File: src/rtl/sram_arb_pkg.sv
// Shared types and widths for the SRAM read arbiter.
package sram_arb_pkg;

    localparam int unsigned SRAM_ADDR_W = 20;
    localparam int unsigned SRAM_DATA_W = 16;
    localparam int unsigned STAT_W      = 16;

    typedef enum logic [1:0] {IDLE, ACCESS, DONE} arb_state_t;
    typedef enum logic {PORT_A, PORT_C} arb_port_t;

endpackage

File: src/rtl/sram_arb_sat_counter.sv
// Saturating statistics counter; holds at all-ones until reset.
module sram_arb_sat_counter
    import sram_arb_pkg::*;
(
    input  logic              Clk,
    input  logic              reset,
    input  logic              en,
    output logic [STAT_W-1:0] count_q
);

    always_ff @(posedge Clk) begin
        if (reset) begin
            count_q <= '0;
        end else if (en && (count_q != {STAT_W{1'b1}})) begin
            count_q <= count_q + STAT_W'(1);
        end
    end

endmodule

File: src/rtl/sram_read_arbiter.sv
// Two-port (audio A / chart C) arbiter owning the read-only board SRAM.
// Optional statistics counters are built only when SRAM_ARB_STATS_EN is defined.
module sram_read_arbiter
    import sram_arb_pkg::*;
#(
    parameter int unsigned ADDR_W      = SRAM_ADDR_W,
    parameter int unsigned DATA_W      = SRAM_DATA_W,
    parameter int unsigned WAIT_CYCLES = 2,
    parameter int unsigned STARVE_MAX  = 4
) (
    input  logic              Clk,
    input  logic              reset,
    input  logic              a_req,
    input  logic [ADDR_W-1:0] a_addr,
    output logic              a_ack,
    output logic [DATA_W-1:0] a_data,
    input  logic              c_req,
    input  logic [ADDR_W-1:0] c_addr,
    output logic              c_ack,
    output logic [DATA_W-1:0] c_data,
    input  logic [DATA_W-1:0] SRAM_DQ,
    output logic [ADDR_W-1:0] SRAM_ADDR,
    output logic              SRAM_CE_N,
    output logic              SRAM_OE_N,
    output logic              SRAM_WE_N,
    output logic              SRAM_UB_N,
    output logic              SRAM_LB_N,
    output logic [STAT_W-1:0] a_grants,
    output logic [STAT_W-1:0] c_grants,
    output logic [STAT_W-1:0] conflicts
);

    localparam int unsigned WAIT_W   = (WAIT_CYCLES > 1) ? $clog2(WAIT_CYCLES) : 1;
    localparam int unsigned STARVE_W = $clog2(STARVE_MAX + 1);

    arb_state_t            state_q, state_d;
    arb_port_t             grant_q, grant_d;
    logic [ADDR_W-1:0]     addr_q, addr_d;
    logic [WAIT_W-1:0]     wait_q, wait_d;
    logic [STARVE_W-1:0]   starve_q, starve_d;
    logic [DATA_W-1:0]     a_data_q, a_data_d, c_data_q, c_data_d;
    logic                  a_ack_q, a_ack_d, c_ack_q, c_ack_d;
    logic                  strobe_n_q;
    logic                  c_wins;

    // C wins when A is idle or C has been passed over STARVE_MAX times in a row
    assign c_wins = c_req && (!a_req || (starve_q == STARVE_W'(STARVE_MAX)));

    always_comb begin
        state_d  = state_q;
        grant_d  = grant_q;
        addr_d   = addr_q;
        wait_d   = wait_q;
        starve_d = starve_q;
        a_data_d = a_data_q;
        c_data_d = c_data_q;
        a_ack_d  = 1'b0;
        c_ack_d  = 1'b0;
        case (state_q)
            IDLE: begin
                if (!c_req) begin
                    starve_d = '0;
                end
                if (a_req || c_req) begin
                    if (c_wins) begin
                        grant_d  = PORT_C;
                        addr_d   = c_addr;
                        starve_d = '0;
                    end else begin
                        grant_d = PORT_A;
                        addr_d  = a_addr;
                        if (c_req) begin
                            starve_d = starve_q + STARVE_W'(1);
                        end
                    end
                    wait_d  = '0;
                    state_d = ACCESS;
                end
            end
            ACCESS: begin
                if (wait_q == WAIT_W'(WAIT_CYCLES - 1)) begin
                    state_d = DONE;
                    if (grant_q == PORT_C) begin
                        c_data_d = SRAM_DQ;
                        c_ack_d  = 1'b1;
                    end else begin
                        a_data_d = SRAM_DQ;
                        a_ack_d  = 1'b1;
                    end
                end else begin
                    wait_d = wait_q + WAIT_W'(1);
                end
            end
            DONE:    state_d = IDLE;
            default: state_d = IDLE;
        endcase
    end

    always_ff @(posedge Clk) begin
        if (reset) begin
            state_q    <= IDLE;
            grant_q    <= PORT_A;
            addr_q     <= '0;
            wait_q     <= '0;
            starve_q   <= '0;
            a_data_q   <= '0;
            c_data_q   <= '0;
            a_ack_q    <= 1'b0;
            c_ack_q    <= 1'b0;
            strobe_n_q <= 1'b1;
        end else begin
            state_q    <= state_d;
            grant_q    <= grant_d;
            addr_q     <= addr_d;
            wait_q     <= wait_d;
            starve_q   <= starve_d;
            a_data_q   <= a_data_d;
            c_data_q   <= c_data_d;
            a_ack_q    <= a_ack_d;
            c_ack_q    <= c_ack_d;
            strobe_n_q <= (state_d != ACCESS);
        end
    end

    assign a_ack     = a_ack_q;
    assign c_ack     = c_ack_q;
    assign a_data    = a_data_q;
    assign c_data    = c_data_q;
    assign SRAM_ADDR = addr_q;
    assign SRAM_CE_N = strobe_n_q;
    assign SRAM_OE_N = strobe_n_q;
    assign SRAM_UB_N = strobe_n_q;
    assign SRAM_LB_N = strobe_n_q;
    assign SRAM_WE_N = 1'b1;

`ifdef SRAM_ARB_STATS_EN
    logic idle_c;
    assign idle_c = (state_q == IDLE);

    sram_arb_sat_counter u_a_grants (
        .Clk     (Clk),
        .reset   (reset),
        .en      (idle_c && a_req && !c_wins),
        .count_q (a_grants)
    );

    sram_arb_sat_counter u_c_grants (
        .Clk     (Clk),
        .reset   (reset),
        .en      (idle_c && c_wins),
        .count_q (c_grants)
    );

    sram_arb_sat_counter u_conflicts (
        .Clk     (Clk),
        .reset   (reset),
        .en      (idle_c && a_req && c_req),
        .count_q (conflicts)
    );
`else
    assign a_grants  = '0;
    assign c_grants  = '0;
    assign conflicts = '0;
`endif

endmodule

File: config.mk
export PLATFORM = sky130hd
export DESIGN_NAME = sram_read_arbiter
export DESIGN_NICKNAME = d
export VERILOG_FILES = /design/src/rtl/sram_arb_pkg.sv /design/src/rtl/sram_arb_sat_counter.sv /design/src/rtl/sram_read_arbiter.sv
export SDC_FILE = /design/constraint.sdc
export NUM_CORES = 1
export LEC_CHECK = 0
export ABC_AREA = 1
export CORE_MARGIN = 2
export CORE_UTILIZATION = 36
export CTS_CLUSTER_DIAMETER = 150
export DETAILED_ROUTE_END_ITERATION = 8
export GPL_TIMING_DRIVEN = 0
export PLACE_DENSITY = 0.75
export SLEW_MARGIN = 20
export SYNTH_ARGS = -nofsm -noshare
export SYNTH_HDL_FRONTEND = slang
export SYNTH_HIERARCHICAL = 1
export SYNTH_SLANG_ARGS = --single-unit
File: constraint.sdc
create_clock -name Clk -period 1.2 [get_ports Clk]
set_clock_uncertainty 0.1 [all_clocks]
set_input_delay 0.36 -clock Clk [delete_from_list [all_inputs] [get_ports Clk]]
set_output_delay 0.36 -clock Clk [all_outputs]
set_load 0.01 [all_outputs]
-- Word level (Yosys, flattened, before mapping)
Index checks and enable logic that the tools add are counted.
- flip-flop bits (word level): 62
- bits of input ports: 60
- output and inout bits: 107
- logic and storage cells: 44
- $add $sub $neg: 2
- equal/unequal tests: 4
- muxes and demuxes: 14
- bitwise gates (word level): 3
- reduce and logical (&&, ||, !) cells: 11
- operator list (operator ; number):
    2-to-1 mux 20 bit ; 1
    2-to-1 mux 3 bit ; 4
    AND reduction 3 bit ; 2
    2-to-1 mux 1 bit ; 5
    2-to-1 mux 2 bit ; 2
    case mux 2 bit (2 select lines) ; 1
    AND reduction 2 bit ; 2
    adder 3 x 1 -> 3 bit, second input constant ; 1
    equality test 3 bit, second input constant ; 1
    NOT 1 bit ; 3
    OR reduction 3 bit ; 1
    equality test 2 x 1 -> 1 bit, second input constant ; 1
    logical NOT 2 bit ; 1
    logical OR 1 bit ; 2
    != test 2 x 1 -> 1 bit, second input constant ; 1
    != test 2 bit, second input constant ; 1
    case mux 1 bit (2 select lines) ; 1
    nonzero test 2 bit ; 1
    adder 1 bit, second input constant ; 1
    logical AND 1 bit ; 1
    logical NOT 1 bit ; 1

-- Logic depth before layout (Yosys ltp)
- depth in word-level cells: 5
- depth in mapped cells: 10
- gate-level depth less buffers: 9

-- Least setup slack after synthesis
No wires, ideal clock.
- path type: reg2reg
- from: register starve_q[0]
- to: register addr_q[3], in the netlist SRAM_ADDR[3]
- library setup time: 0.109 ns
- arrival: 1.086 ns
- data required time: 0.991 ns
- setup slack: -0.095 ns
- stages on the path, launching flop included: 10
- buffers on the path: 1
- period minus slack after synthesis: 1.295 ns
- cells stage by stage: dfxtp_1 > inv_1 > ha_1 > nand2_1 > nand2_1 > buf_2 > nand3_1 > nand3_1 > nand2_1 > inv_1
- longest elaborated chain between the ends: 4
- ends and longest elaborated chain (element ; line ; text):
    start: declaration ; sram_read_arbiter.sv:40 ; logic [STARVE_W-1:0] starve_q, starve_d;
    start signal: assignment ; sram_read_arbiter.sv:116 ; starve_q <= starve_d;
    equality test 3 bit ; sram_read_arbiter.sv:47 ; assign c_wins = c_req && (!a_req || (starve_q == STARVE_W'(STARVE_MAX)));
    logical OR 1 bit ; sram_read_arbiter.sv:47 ;
    logical AND 1 bit ; sram_read_arbiter.sv:47 ;
    2-to-1 mux 20 bit ; sram_read_arbiter.sv:65 ; if (c_wins) begin
    end signal: assignment ; sram_read_arbiter.sv:114 ; addr_q <= addr_d;
    end: declaration ; sram_read_arbiter.sv:38 ; logic [ADDR_W-1:0] addr_q, addr_d;
No other way between the ends.
A chain may end at the register's enable or synchronous reset.

-- Worst setup path after layout
- from: register strobe_n_q, in the netlist SRAM_CE_N
- to: output port SRAM_UB_N
- RTL lines (element ; line ; text):
    start: declaration ; sram_read_arbiter.sv:43 ; logic strobe_n_q;
    start signal: assignment ; sram_read_arbiter.sv:121 ; strobe_n_q <= (state_d != ACCESS);
    end: declaration ; sram_read_arbiter.sv:26 ; output logic SRAM_UB_N,
No word-level cell between the ends.

==> impl_metrics.toml <==
[placed_design]
port_buffers = 115
gp_congestion = 0.751
place_ws_ps = -547
dpl.hpwl_mm = 5.93
placed_area_mm2 = 0.00464

[synthesis]
ys_types = 24
synth_warnings = 6
synth_top_area_share_pct = 39.6
yosys.area_share.simple_pct = 31.0
synthMuxAreaShare_pct = 0
yosysMostFrequentCell = "nor2_1"
ys_ff_latch = 62
synth_common_cells = "nor2_1, dfxtp_1, buf_4"
synth_area_leaders = "dfxtp_1, buf_4, nor2_1"
synth-edff-count = 0
synth_top_family_by_area = "simple AND/OR/NAND/NOR gates"
synth_area_per_cell_um2 = 7.37
async_reset_ff_share_pct = 0
synthXorXnorAreaFrac_pct = 0
ys.flop_type = "dfxtp_1"
synth-compound-area-share_pct = 6.16
synth_largest_area_cell = "dfxtp_1"
synth_seq_area_share_pct = 39.6
syn_area_mm2 = 0.00313
synthAdderAreaFrac_pct = 0.799
syn-instance-count = 425

[cells_and_area]
area_growth_syn_to_layout_pct = 86.6
nets = 702
fillers = 648
final-seq-area_mm2 = 0.00133
design_area_mm2 = 0.00584
drive_gt1_share_pct = 54.3
multi_input_area_mm2 = 0.00178
diodes = 0

[pwr]
power_leakage_nw = 2.90
switching_share_pct = 30.0
pwr-share-clk_pct = 30.5
p_sw_mw = 1.80
vdd_drop_max_uv = 634
comb_power_share_pct = 30.7
p_seq_share_pct = 38.8
power_density_mw_per_mm2 = 1020
power_mw = 5.99
p_int_mw = 4.19

[clock_network]
clkTransAtPathRegs_ps = 70
insertion_delay_ps = 330
clkSinkCount = 62
cts_inserted_buffers = 9
tritoncts = "built"
ctsLongestPathBuffers = 2
postCtsHoldBufs = 0
cts_root_buffer = "clkbuf_8"
cts_htree_levels = 3

[grt]
grt_use_met3_pct = 4.60
antenna_found_initial = 0
grt_pass1_wl_mm = 14.6
grtUsageMet2_pct = 33.5
grt_max_degree = 18
use_met1_pct = 22.2
track_usage_pct = 19.0
grt_pass1_vias = 3118
grt_busiest_layer = "met2"
grt.overflow.total = 0

[detailed_routing]
wl_per_cell_um = 13.4
vias = 3324
totalWireLength_mm = 10.1
postRouteAntennaNets = 0
drc = 0
first_pass_iters = 4
detailedRoute.firstIterationViolations = 94
vias_per_cell = 4.41

[hold_path]
worstHoldEndpoint = "starve_q[1]$_SDFFE_PP0N_"
hold_class = "in2reg"
hold_depth = 5
hp-start = "c_req"

[status]
violations = "setup timing"
status = "complete, but fails checks"

[setup_path]
r2r_cells = 8
r2r_setup_slack_ps = -180
crit_path_max_incr_delay_ps = 370
r2r_start = "starve_q[0]$_SDFFE_PP0N_"
rr_endpoint = "starve_q[1]$_SDFFE_PP0N_"
crit_slowest_cell = "dfxtp_4"
path_class = "reg2out"
crit_buf_inv = 2
arrival_ps = 920
cp_common_cell = "buf_6"
end_kind = "primary output"
cp_max_fo = 4
path_cells = "buf_6, buf_6"
required_ps = 740
crit_start = "SRAM_CE_N$_SDFF_PP1_"
crit_family = "flip-flops"
critPathLaunchType = "flop"

[sta]
setup_slack_ps = -177
holdWs_ps = 302
tightest_slew_ps = 559
slew_headroom_pct = 62.8
setup_violations = 108
drv_slew = 0
clock.fmax_mhz = 726
post-route-min-period_ps = 1380
min_period_over_period_pct = 115
rsz0062_at_grt = "yes"
hold_viol = 0

[die]
io_pins = 167
die-area_mm2 = 0.00946
initial_core_util_pct = 36.4
dieHeight_um = 97.3
fp.coreArea_mm2 = 0.00859
num_rows = 34
die_x_um = 97.3

[run]
cap_violations = 0
==> what timing repair did <==
action                     4_1_cts  5_1_grt
pin swaps                       26       17
gates resized for setup        440       62
buffers inserted                20       18
gates cloned                     6        1
setup endpoints to repair      102      117
==> area by class of cell <==
cell class / instances / area share [%]
multi-input combinational: 304 / 30.5
timing repair buffer: 159 / 28.5
sequential: 62 / 22.7
buffer: 70 / 9.51
inverter: 33 / 2.70
tap: 108 / 2.31
clock buffer: 9 / 2.12
clock inverter: 7 / 1.24
timing repair inverter: 1 / 0.343
==> state kept, by name, summed over array words and instances (netlist names) <==
name       count
SRAM_CE_N      1
starve_q       3
wait_q         1
c_data        16
c_ack          1
grant_q        1
a_data        16
a_ack          1
SRAM_ADDR     20
state_q        2
==> worst register-to-register path, delay by kind of cell (launching register included) <==
kind	cells	cell delay, ps
AOI/OAI and AO/OA	1	120
buffers and inverters	2	200
and+or+nand+nor	4	360
DFF	1	350
adders and majority gates	1	160
==> worst max path at each step <==
stage | to | depth (start not counted) | slack, ps
2_1_floorplan | SRAM_ADDR[10]$_SDFFE_PP0P_ | 10 | -50
6_report | SRAM_UB_N | 2 | -180
5_1_grt | SRAM_ADDR[6]$_SDFFE_PP0P_ | 10 | -240
3_5_place_dp | SRAM_ADDR[5]$_SDFFE_PP0P_ | 7 | -550
4_1_cts | SRAM_OE_N | 2 | -190
3_3_place_gp | SRAM_ADDR[5]$_SDFFE_PP0P_ | 7 | -550
==> cell usage in the layout (no fill, tap or decap), drive strengths merged, types with 2 or more instances in the layout <==
master	synthesis	routed
inv	33	35
ha	2	2
buf	73	171
o21ai	34	34
dfxtp	62	62
nand2	54	54
nor2	116	116
clkinvlp	0	2
a21oi	3	3
clkdlybuf4s50	0	56
nand3	45	45
clkinv	0	3
conb	2	49
clkbuf	0	9
==> power groups by stage <==
stage          registers [mW]  logic [mW]  clock network (mW)
3_5_place_dp             2.32        1.32                   0
5_1_grt                  2.34        1.97                1.95
4_1_cts                  2.32        1.66                1.86
2_1_floorplan            2.36       0.705                   0
3_3_place_gp             2.31        1.31                   0
6_report                 2.32        1.84                1.83
==> through the flow <==
stage / setup TNS, ps / std cells / utilization, %
after CTS: -6140 / 735 / 64.0
after global placement: -23520 / 695 / 54.0
final: -7310 / 753 / 68.0
after floorplan: -788 / 472 / -
after global routing: -12540 / 753 / 68.0
after detailed placement: -25510 / 695 / 54.0
==> logic make-up after synthesis <==
group           after synthesis
compound gates               38
simple gates                215
buf+inv                     106
other cells                   2
flops                        62
fa+ha+maj                     2
==> layer usage <==
layer,vias to the layer above,wire [um]
met5,-,0
met4,0,184
met3,18,792
met2,166,5180
met1,1485,3910
li1,1655,-
Note: power is estimated with default switching activity, not from simulation.
